[src/rtl/seq_det_ctrl.sv]
`timescale 1ns/1ps
`default_nettype none
// ============================================================================
// Module   : seq_det_ctrl
// Brief    : Serial pattern detector with window-limited runs, overlap
//            selection and per-run match counting.
// Revision : 1.0 - initial release
// ============================================================================
module seq_det_ctrl #(
    parameter int MAX_LEN = 8,
    parameter int WIN_W   = 8
) (
    input  logic               clk,
    input  logic               rst,
    input  logic               cfg_valid,
    output logic               cfg_ready,
    input  logic [MAX_LEN-1:0] cfg_pattern,
    input  logic [3:0]         cfg_len,
    input  logic               cfg_overlap,
    input  logic [WIN_W-1:0]   cfg_window,
    input  logic               start,
    input  logic               abort,
    input  logic               data,
    input  logic               data_valid,
    output logic               flag,
    output logic               busy,
    output logic               done,
    output logic [WIN_W-1:0]   match_cnt
);

    typedef enum logic [1:0] {
        ST_IDLE = 2'd0,
        ST_RUN  = 2'd1,
        ST_DONE = 2'd2
    } state_t;

    localparam logic [3:0] C_MAX_LEN = 4'(MAX_LEN);

    state_t             state_q,     state_d;
    logic [MAX_LEN-1:0] pat_q,       pat_d;
    logic [3:0]         len_q,       len_d;
    logic               ovl_q,       ovl_d;
    logic [WIN_W-1:0]   win_q,       win_d;
    logic [MAX_LEN-1:0] hist_q,      hist_d;
    logic [WIN_W-1:0]   bit_cnt_q,   bit_cnt_d;
    logic [3:0]         fill_q,      fill_d;
    logic [WIN_W-1:0]   match_cnt_q, match_cnt_d;
    logic               flag_q,      flag_d;

    logic [MAX_LEN-1:0] w_hist_shift;
    logic [MAX_LEN-1:0] w_mask;
    logic [3:0]         w_fill_inc;
    logic               w_match;

    // Match evaluation is based on the history as it will look after this bit.
    always_comb begin
        w_mask       = '0;
        w_hist_shift = {hist_q[MAX_LEN-2:0], data};
        w_fill_inc   = (fill_q == C_MAX_LEN) ? fill_q : fill_q + 4'd1;
        for (int i = 0; i < MAX_LEN; i++) begin
            w_mask[i] = (4'(i) < len_q);
        end
        w_match = (w_fill_inc >= len_q) &&
                  ((w_hist_shift & w_mask) == (pat_q & w_mask));
    end

    always_comb begin
        state_d     = state_q;
        pat_d       = pat_q;
        len_d       = len_q;
        ovl_d       = ovl_q;
        win_d       = win_q;
        hist_d      = hist_q;
        bit_cnt_d   = bit_cnt_q;
        fill_d      = fill_q;
        match_cnt_d = match_cnt_q;
        flag_d      = 1'b0;

        case (state_q)
            ST_IDLE: begin
                // A config write wins over a simultaneous start.
                if (cfg_valid) begin
                    pat_d = cfg_pattern;
                    ovl_d = cfg_overlap;
                    win_d = cfg_window;
                    if (cfg_len == 4'd0)
                        len_d = 4'd1;
                    else if (cfg_len > C_MAX_LEN)
                        len_d = C_MAX_LEN;
                    else
                        len_d = cfg_len;
                end else if (start) begin
                    match_cnt_d = '0;
                    bit_cnt_d   = '0;
                    hist_d      = '0;
                    fill_d      = '0;
                    state_d     = (win_q == '0) ? ST_DONE : ST_RUN;
                end
            end
            ST_RUN: begin
                if (abort) begin
                    state_d = ST_IDLE;
                end else if (data_valid) begin
                    hist_d    = w_hist_shift;
                    bit_cnt_d = bit_cnt_q + WIN_W'(1);
                    fill_d    = w_fill_inc;
                    if (w_match) begin
                        flag_d      = 1'b1;
                        match_cnt_d = match_cnt_q + WIN_W'(1);
                        if (!ovl_q)
                            fill_d = 4'd0;
                    end
                    if (bit_cnt_d == win_q)
                        state_d = ST_DONE;
                end
            end
            ST_DONE: begin
                state_d = ST_IDLE;
            end
            default: begin
                state_d = ST_IDLE;
            end
        endcase
    end

    always_ff @(posedge clk) begin
        if (rst) begin
            state_q     <= ST_IDLE;
            pat_q       <= '0;
            len_q       <= 4'd1;
            ovl_q       <= 1'b0;
            win_q       <= '0;
            hist_q      <= '0;
            bit_cnt_q   <= '0;
            fill_q      <= '0;
            match_cnt_q <= '0;
            flag_q      <= 1'b0;
        end else begin
            state_q     <= state_d;
            pat_q       <= pat_d;
            len_q       <= len_d;
            ovl_q       <= ovl_d;
            win_q       <= win_d;
            hist_q      <= hist_d;
            bit_cnt_q   <= bit_cnt_d;
            fill_q      <= fill_d;
            match_cnt_q <= match_cnt_d;
            flag_q      <= flag_d;
        end
    end

    assign cfg_ready = (state_q == ST_IDLE);
    assign busy      = (state_q == ST_RUN);
    assign done      = (state_q == ST_DONE);
    assign flag      = flag_q;
    assign match_cnt = match_cnt_q;

endmodule
`default_nettype wire

[config.mk]
export PLATFORM = sky130hd
export DESIGN_NAME = seq_det_ctrl
export DESIGN_NICKNAME = d
export VERILOG_FILES = /design/src/rtl/seq_det_ctrl.sv
export SDC_FILE = /design/constraint.sdc
export NUM_CORES = 1
export LEC_CHECK = 0
export CAP_MARGIN = 10
export CORE_MARGIN = 8
export CORE_UTILIZATION = 45
export CTS_BUF_LIST = sky130_fd_sc_hd__clkbuf_8
export DETAILED_ROUTE_END_ITERATION = 7
export PLACE_DENSITY = 0.72
export SETUP_SLACK_MARGIN = 0.1
export SLEW_MARGIN = 20
export SYNTH_ARGS = -nofsm -noshare
export SYNTH_HDL_FRONTEND = slang
export SYNTH_SLANG_ARGS = --single-unit
[constraint.sdc]
create_clock -name clk -period 4.6 [get_ports clk]
set_clock_uncertainty 0.15 [all_clocks]
set_input_delay 0.69 -clock clk [delete_from_list [all_inputs] [get_ports clk]]
set_output_delay 0.69 -clock clk [all_outputs]
set_load 0.005 [all_outputs]
==> results of run 1 <==
[metal layers]
metal,wire [um],GRT usage (%),share of wire [%]
met5,0,0,0
met4,90,5.50,1.4
met3,256,3.40,4.1
met2,2920,25.0,47
met1,2980,19.3,48
[registers in the layout, indices dropped and copies added (netlist names), 2 cells and up]
name / flops
state_q: 2
pat_q: 8
match_cnt: 8
hist_q: 7
win_q: 8
fill_q: 4
len_q: 4
bit_cnt_q: 8
[power groups by stage]
stage | sequential [mW] | combinational (mW) | clock, mW
3_3_place_gp | 0.489 | 0.164 | 0
5_1_grt | 0.483 | 0.186 | 0.393
4_1_cts | 0.480 | 0.166 | 0.375
6_report | 0.480 | 0.164 | 0.371
2_1_floorplan | 0.485 | 0.109 | 0
3_5_place_dp | 0.490 | 0.165 | 0
[stage by stage]
step | utilization [%] | area (um^2) | hold WS [ns]
global route | 55.4 | 3220 | 0.344
detailed placement | 53.1 | 3090 | 0.314
finish | 55.4 | 3220 | 0.322
floorplan | - | 2650 | 0.287
global placement | 53.1 | 3090 | 0.306
CTS | 55.4 | 3220 | 0.327
[kinds of logic (layout without fill, tap and decap cells)]
family	count (synthesis)	count (layout)	synth area share, %
and+or+nand+nor	146	146	26.7
AOI/OAI and AO/OA	78	78	18.3
DFF	51	51	38.6
buffers and inverters	23	57	3.26
xor gates and xnor gates	22	22	7.80
adders and majority gates	8	8	3.78
muxes	4	4	1.56
[area by class of cell]
| cell class | instances | area (um^2) |
|---|---|---|
| inverters | 9 | 33.8 |
| clock buffers | 5 | 68.8 |
| repair buffers | 40 | 398 |
| well taps | 75 | 93.8 |
| multi-input cells | 258 | 1540 |
| flip-flops and latches | 51 | 1020 |
| clock inverters | 3 | 67.6 |
| fillers | 580 | 2590 |
[cells in the mapped netlist (6+ instances only)]
cell type / n / area share [%]
and3_1: 12 / 2.8
nand2_1: 61 / 8.7
clkbuf_1: 14 / 2.0
nor2_1: 26 / 3.7
nor3_1: 10 / 1.9
xnor2_1: 16 / 5.3
a21oi_1: 44 / 8.3
inv_1: 8 / 1.1
ha_1: 8 / 3.8
nand3_1: 6 / 1.1
dfxtp_1: 51 / 39
[path summary, 6_finish.rpt]
| path | startpoint | to | slack (ns) | cells past startpoint |
|---|---|---|---|---|
| max | fill_q[0] | match_cnt[3] | 1.60 | 12 |
| min | ovl_q | ovl_q | 0.32 | 2 |
| max reg2reg | fill_q[0] | match_cnt[3] | 1.60 | 12 |
| min reg2reg | ovl_q | ovl_q | 0.32 | 2 |
[critical path: cells and delay by family, from the launching register on]
family          cells  cell delay [ns]
compound gates      2             0.76
xor+xnor            1             0.21
fa+ha+maj           2             0.45
buf+inv             1             0.09
flops               1             0.39
mux                 1             0.11
simple gates        5             0.74
==> results.md, run 1 <==
* Crit. End Element: flip-flop
* Synth async-reset ratio at 0%
* Final WS setup at about 1.6 ns
* WL/cell at 14.1 um
* Total clock sinks at 51
* Inst Count DP at 433
* Chip height at 92.7 um
* Routed Antenna Nets at 0
* Initial core utilization at 45.5%
* Syn Area/Cell at 7.97 um^2
* Largest net degree at the start of global routing at 27
* Core Box Area at 0.00582 mm^2
* Slowest CP cell: a2111oi_1
* DPL Wire Length at 4600 um
* Register area share after synthesis at 38.6%
* CTS Buffer Depth at 2
* Hold Buf Count CTS at 0
* Setup bufs post-CTS at 0
* NetSw at 0.267 mW
* Worst hold path class: reg2reg
* Internal cell power at around 0.75 mW
* Final #Nets at 401
* Worst-margin pin slew at 0.828 ns
* GPL Wtd Cong at 0.905
* Overall die width at 92.7 um
* Remaining DRCs at 0
* Final min period at 3.00 ns
* Layout cell share with drive strength beyond 1 at ~4.4%
* CTS tree: yes
* Synth Register Bits at 51
* EDFF count, synth at 0
* Synth cell types at 48
* Wirelength, routed at 6240 um
* Sequential share of power at between 40 and 50%
* Vias at 2,380
* Clock slew seen by the registers of the worst setup and hold paths at 0.09 ns
* Rel. slew slack at 44.8%
* Critical path type: reg2reg
* GRT Util Overall at 15.3%
* First-pass GRT wire length at between 10,000 and 15,000 um
* Leak pwr at 1.19 nW
* I/O Buffers at 39
* CTS buffer count at 5
* Setup TNS at 0 ns
* Peak VDD IR at 0.141 mV
* 1st-pass router iterations at 4
* Comb pwr share at 16.2%
* CP startpoint kind: flip-flop
* PwrDens at ~310 mW/mm^2
* Clock root cell: clkbuf_8
* Critical Path Max Stage Delay at 0.56 ns
* Total die area at 0.00859 mm^2
* Worst path most repeated cell: ha_1
* Initial drt markers at 162
* Max-cap viol count at 0
* Final hold vios at 0
* Req. time, crit path at ~4.7 ns
* Rows at 28
* Most common cell after layout, fill and taps aside: nand2_1
* Post-CTS Resized at 0
* Vias per cell at 5.40
* Net count after synthesis at 368
* RSZ-0062 raised after global routing: no
* Final period util at between 60% and 70%
* Clk Latency, worst-skew pair at 0.31 ns
* Ant diodes at 0
* Post-synth top flop: dfxtp_1
* Final setup violation count at 0
* Number of global-route vias before repair at 2,318
* Antenna violations before repair at 0
* Crit path max fanout at 4
* Layout Cells excl Fill at 441
* Highest-count cells in the layout ignoring fill and taps: nand2_1 (61), dfxtp_1 (51), a21oi_1 (44)
* Total power at 1.01 mW
* Num ports at 40
* FMAX at 333 MHz
* Dpl ws at 1.30 ns
* Post-Syn Instances at 332
* Grt total ovfl at 0
* Post-Syn Area at 0.00265 mm^2
* H-tree depth at 2
* Final Max Tran Viols at 0
* Ys Warns at 0
* Critical path data arrival time at 3.06 ns
* Area grow syn2layout at 21.7%
* CP Cell Sequence: inv_1 -> ha_1 -> nand2_1 -> nor2_1 -> xnor2_1 -> ha_1 -> nand2b_1 -> a2111oi_1 -> o31ai_2 -> and3_1 -> and4_1 -> mux2i_1
* Outcome: complete, no violations
* Sw Ratio at a little over a quarter
* Clock power share at around 37%
(Power assumes the default switching activity.)
==> run 2, diff against run 1 <==
==> constraint.sdc (replaced) <==
create_clock -name clk -period 2.95 [get_ports clk]
set_clock_uncertainty 0.15 [all_clocks]
set_input_delay 0.4425 -clock clk [delete_from_list [all_inputs] [get_ports clk]]
set_output_delay 0.4425 -clock clk [all_outputs]
set_load 0.005 [all_outputs]
==> results.md, run 2 (synthesis results as in run 1) <==
* Final setup violation count at 0
* CP startpoint kind: flip-flop
* Critical path data arrival time at 2.78 ns
* Inst Count DP at 437
* Largest net degree at the start of global routing at 22
* Final WS setup at 0.254 ns
* Core Box Area at between 0.005 and 0.006 mm^2
* GPL Wtd Cong at between 0.8 and 0.9
* Top layer in use: met4
* Hold Buf Count CTS at 0
* PwrDens at roughly 440 mW/mm^2
* Worst hold path class: reg2reg
* Final Max Tran Viols at 0
* DPL Wire Length at 4590 um
* Antenna violations before repair at 0
* I/O Buffers at 39
* Chip height at 92.7 um
* R2r endpoint: match_cnt[5]
* First-pass GRT wire length at 10,400 um
* Dpl ws at roughly 0.026 ns
* 1st-pass router iterations at 4
* Met3 Routed Length at roughly 380 um
* GRT Util Overall at 14.6%
* FMAX at 371 MHz
* CTS tree: yes
* Vias per cell at 5.39
* Initial core utilization at 45.5%
* CTS buffer count at 5
* Critical path type: reg2reg
* Total die area at about 0.0086 mm^2
* Final hold vios at 0
* FILL cells at about 600
* Clk Latency, worst-skew pair at 0.30 ns
* Met1 Wirelength at 2920 um
* Hold path cells at 2
* Total clock sinks at 51
* Vias at ~2,400
* Most common cell after layout, fill and taps aside: nand2_1
* Hold worst-path end: pat_q[0]
* Grt total ovfl at 0
* Req. time, crit path at 3.04 ns
* H-tree depth at 2
* Layout Cells excl Fill at 446
* Crit. End Element: flip-flop
* Layout cell share with drive strength beyond 1 at 6.74%
* Final period util at about nine tenths
* RR Startpoint: fill_q[0]
* Outcome: complete, no violations
* Routed Antenna Nets at 0
* Hold_sp: pat_q[0]
* Max-cap viol count at 0
* Ant diodes at 0
* Area grow syn2layout at 22.9%
* Rows at 28
* Worst-margin pin slew at 0.749 ns
* WL/cell at 14.0 um
* Number of global-route vias before repair at 2,231
* Clock slew seen by the registers of the worst setup and hold paths at 0.09 ns
* Overall die width at a little over 90 um
* Remaining DRCs at 0
* Highest-count cells in the layout ignoring fill and taps: nand2_1 (61), dfxtp_1 (50), a21oi_1 (44)
* Final min period at ~2.7 ns
* DR WL met2 at 2870 um
* Peak VDD IR at 0.197 mV
* Num ports at 40
* Final #Nets at 406
* RSZ-0062 raised after global routing: no
* Initial drt markers at 231
* Wirelength, routed at 6250 um
* Rel. slew slack at 50.0%
* CTS Buffer Depth at 2
* R2R depth at 12
* Clock root cell: clkbuf_8
* Crit path max fanout at 4
* Internal reg-to-reg setup slack at 0.25 ns
* Leak pwr at 1.20 nW
* Setup TNS at 0 ns
[run 2: final cells by class]
| cell class | instances | area [um^2] | area share, % |
|---|---|---|---|
| Multi-Input combinational cell | 258 | 1580 | 48.6 |
| Sequential cell | 51 | 1020 | 31.5 |
| Timing Repair Buffer | 45 | 435 | 13.4 |
| Tap cell | 75 | 93.8 | 2.88 |
| Clock buffer | 5 | 68.8 | 2.12 |
| Inverter | 9 | 33.8 | 1.04 |
| Clock inverter | 3 | 16.3 | 0.500 |
[run 2: power breakdown]
| part | internal (mW) | total, mW | switching (mW) |
|---|---|---|---|
| combinational | 0.126 | 0.277 | 0.151 |
| sequential | 0.715 | 0.748 | 0.0331 |
| clock | 0.163 | 0.392 | 0.229 |
[run 2: how the worst max path moves through the flow]
stage	startpoint	to	slack [ns]	cells past startpoint
finish	fill_q[0]	match_cnt[5]	0.25	12
floorplan	fill_q[0]	match_cnt[3]	0.24	12
CTS	fill_q[0]	match_cnt[3]	0.12	12
global placement	fill_q[0]	match_cnt[3]	0.10	12
global route	fill_q[0]	match_cnt[5]	0.09	12
detailed placement	fill_q[0]	match_cnt[3]	0.03	12
[run 2: worst max-delay path, cell delays in order (launching register included)]
cell and delay (ns):
dfxtp_4 0.37, inv_1 0.06, ha_1 0.19, nand2_1 0.08
nand2_1 0.05, mux2i_1 0.21, ha_2 0.26, o21a_1 0.11
o22ai_1 0.12, o31ai_4 0.24, and3_4 0.22, or4b_1 0.42
a21oi_1 0.14
[run 2: routing by layer]
layer | track usage [%] | vias to the layer above
met5 | 0 | -
li1 | - | 1238
met3 | 3.24 | 8
met2 | 23.9 | 62
met4 | 5.23 | 0
met1 | 18.5 | 1098
[run 2: per-stage QoR]
step / hold slack, ns / power [mW] / area [um^2] / util [%]
final: 0.321 / 1.42 / 3250 / 55.9
after global placement: 0.305 / 1.03 / 3120 / 53.6
after CTS: 0.325 / 1.42 / 3210 / 55.1
after detailed placement: 0.312 / 1.03 / 3120 / 53.6
after global routing: 0.340 / 1.49 / 3250 / 55.9
after floorplan: 0.287 / 0.925 / 2650 / -
[run 2: what timing repair did]
item,CTS,global route
endpoints found under the hold margin,0,0
gates resized for setup,1,7
buffers inserted,0,1
setup endpoints to repair,5,12
cloned,0,0
pin swaps,0,3
==> run 3, diff against run 2 <==
==> constraint.sdc (replaced) <==
create_clock -name clk -period 3.44 [get_ports clk]
set_clock_uncertainty 0.15 [all_clocks]
set_input_delay 0.516 -clock clk [delete_from_list [all_inputs] [get_ports clk]]
set_output_delay 0.516 -clock clk [all_outputs]
set_load 0.005 [all_outputs]
==> results.md, run 3 (synthesis results as in run 1) <==
* RSZ-0062 raised after global routing: no
* Most common cell after layout, fill and taps aside: nand2_1
* Final period util at 86.5%
* Area grow syn2layout at 22.3%
* Setup bufs post-CTS at 0
* Critical path data arrival time at 3.03 ns
* Overall die width at 92.7 um
* Max-cap viol count at 0
* GRT Util Overall at approximately 15%
* CTS Buffer Depth at 2
* Num ports at 40
* Total power at ~1.4 mW
* Critical path type: reg2reg
* Final WS setup at 0.466 ns
* First-pass GRT wire length at 10,900 um
* CTS tree: yes
* DPL Wire Length at 4550 um
* Grt total ovfl at 0
* FILL cells at between 500 and 600
* Clock slew seen by the registers of the worst setup and hold paths at 0.10 ns
* RR Startpoint: fill_q[0]
* GPL Wtd Cong at 0.838
* WL/cell at approximately 14 um
* Req. time, crit path at 3.50 ns
* Number of global-route vias before repair at 2,391
* Final hold vios at 0
* Routed Antenna Nets at 0
* Hold_sp: pat_q[0]
* CP Launch Point: fill_q[0]
* Total clock sinks at 51
* 1st-pass router iterations at 5
* Final min period at 2.97 ns
* Core Box Area at 0.00582 mm^2
* Clk Latency, worst-skew pair at 0.31 ns
* Largest net degree at the start of global routing at 22
* Crit path max fanout at 4
* Final Max Tran Viols at 0
* CTS buffer count at 5
* Antenna violations before repair at 0
* Layout cell share with drive strength beyond 1 at 4.89%
* Layout Cells excl Fill at 443
* Peak VDD IR at 0.206 mV
* Worst-margin pin slew at roughly 0.83 ns
* PwrDens at ~420 mW/mm^2
* Chip height at 92.7 um
* Highest-count cells in the layout ignoring fill and taps: nand2_1 (61), dfxtp_1 (51), a21oi_1 (44)
* Worst hold path class: reg2reg
* H-tree depth at 2
* Clock root cell: clkbuf_8
* Hold slack at 0.324 ns
* Crit. End Element: flip-flop
* Final setup violation count at 0
* Outcome: complete, no violations
* Final #Nets at 403
* Inst Count DP at ~440
* Setup TNS at 0 ns
* Vias per cell at 5.52
* Dpl ws at 0.496 ns
* CP startpoint kind: flip-flop
* Total die area at ~0.0086 mm^2
* Remaining DRCs at 0
* Ant diodes at 0
* Rows at 28
* Post-CTS Resized at 0
* Hold Buf Count CTS at 0
* FMAX at 336 MHz
* Rel. slew slack at 44.3%
* Vias at about 2,400
* Initial drt markers at approximately 210
* Wirelength, routed at 6360 um
* Leak pwr at between 1 and 1.5 nW
* I/O Buffers at 39
* Initial core utilization at a little under half
[run 3: critical path, cell delays in order (launching register included)]
cell,delay [ns]
dfxtp_1,0.39
inv_1,0.09
ha_1,0.20
nand2_1,0.08
nor2_1,0.05
xnor2_1,0.21
ha_1,0.26
nand2b_1,0.14
a2111oi_1,0.57
o31ai_2,0.19
and3_1,0.24
and4_1,0.21
mux2i_1,0.11
[run 3: cell type report]
cell class	count	area (um^2)	share of cell area, %
timing repair buffer	42	413	12.8
clock buffer	5	68.8	2.13
tap	75	93.8	2.90
inverter	9	33.8	1.04
clock inverter	3	67.6	2.09
sequential	51	1020	31.5
multi-input combinational	258	1540	47.5
[run 3: metal layers]
layer	global-route usage, %	routed length [um]	part of all wire, %
met3	3.48	292	4.6
met1	19.0	3000	47
met5	0	0	0
met4	6.58	94	1.5
met2	24.6	2970	47
[run 3: path summary, 6_finish.rpt]
kind                                      to  slack, ns  cells past startpoint
worst min-delay path                pat_q[0]       0.32                      2
worst min register to register      pat_q[0]       0.32                      2
worst max register to register  match_cnt[3]       0.47                     12
worst max-delay path            match_cnt[3]       0.47                     12
[run 3: power by group]
part	leakage, nW	switching, mW	internal [mW]
registers	0.415	0.0278	0.614
clock network	0.0644	0.203	0.290
logic	0.720	0.127	0.0986
total	1.20	0.358	1.00
[run 3: metrics by stage]
stage	util (%)	cell area [um^2]
6_report	55.7	3240
5_1_grt	55.7	3240
4_1_cts	55.7	3240
3_5_place_dp	53.3	3100
3_3_place_gp	53.3	3100
2_1_floorplan	-	2650
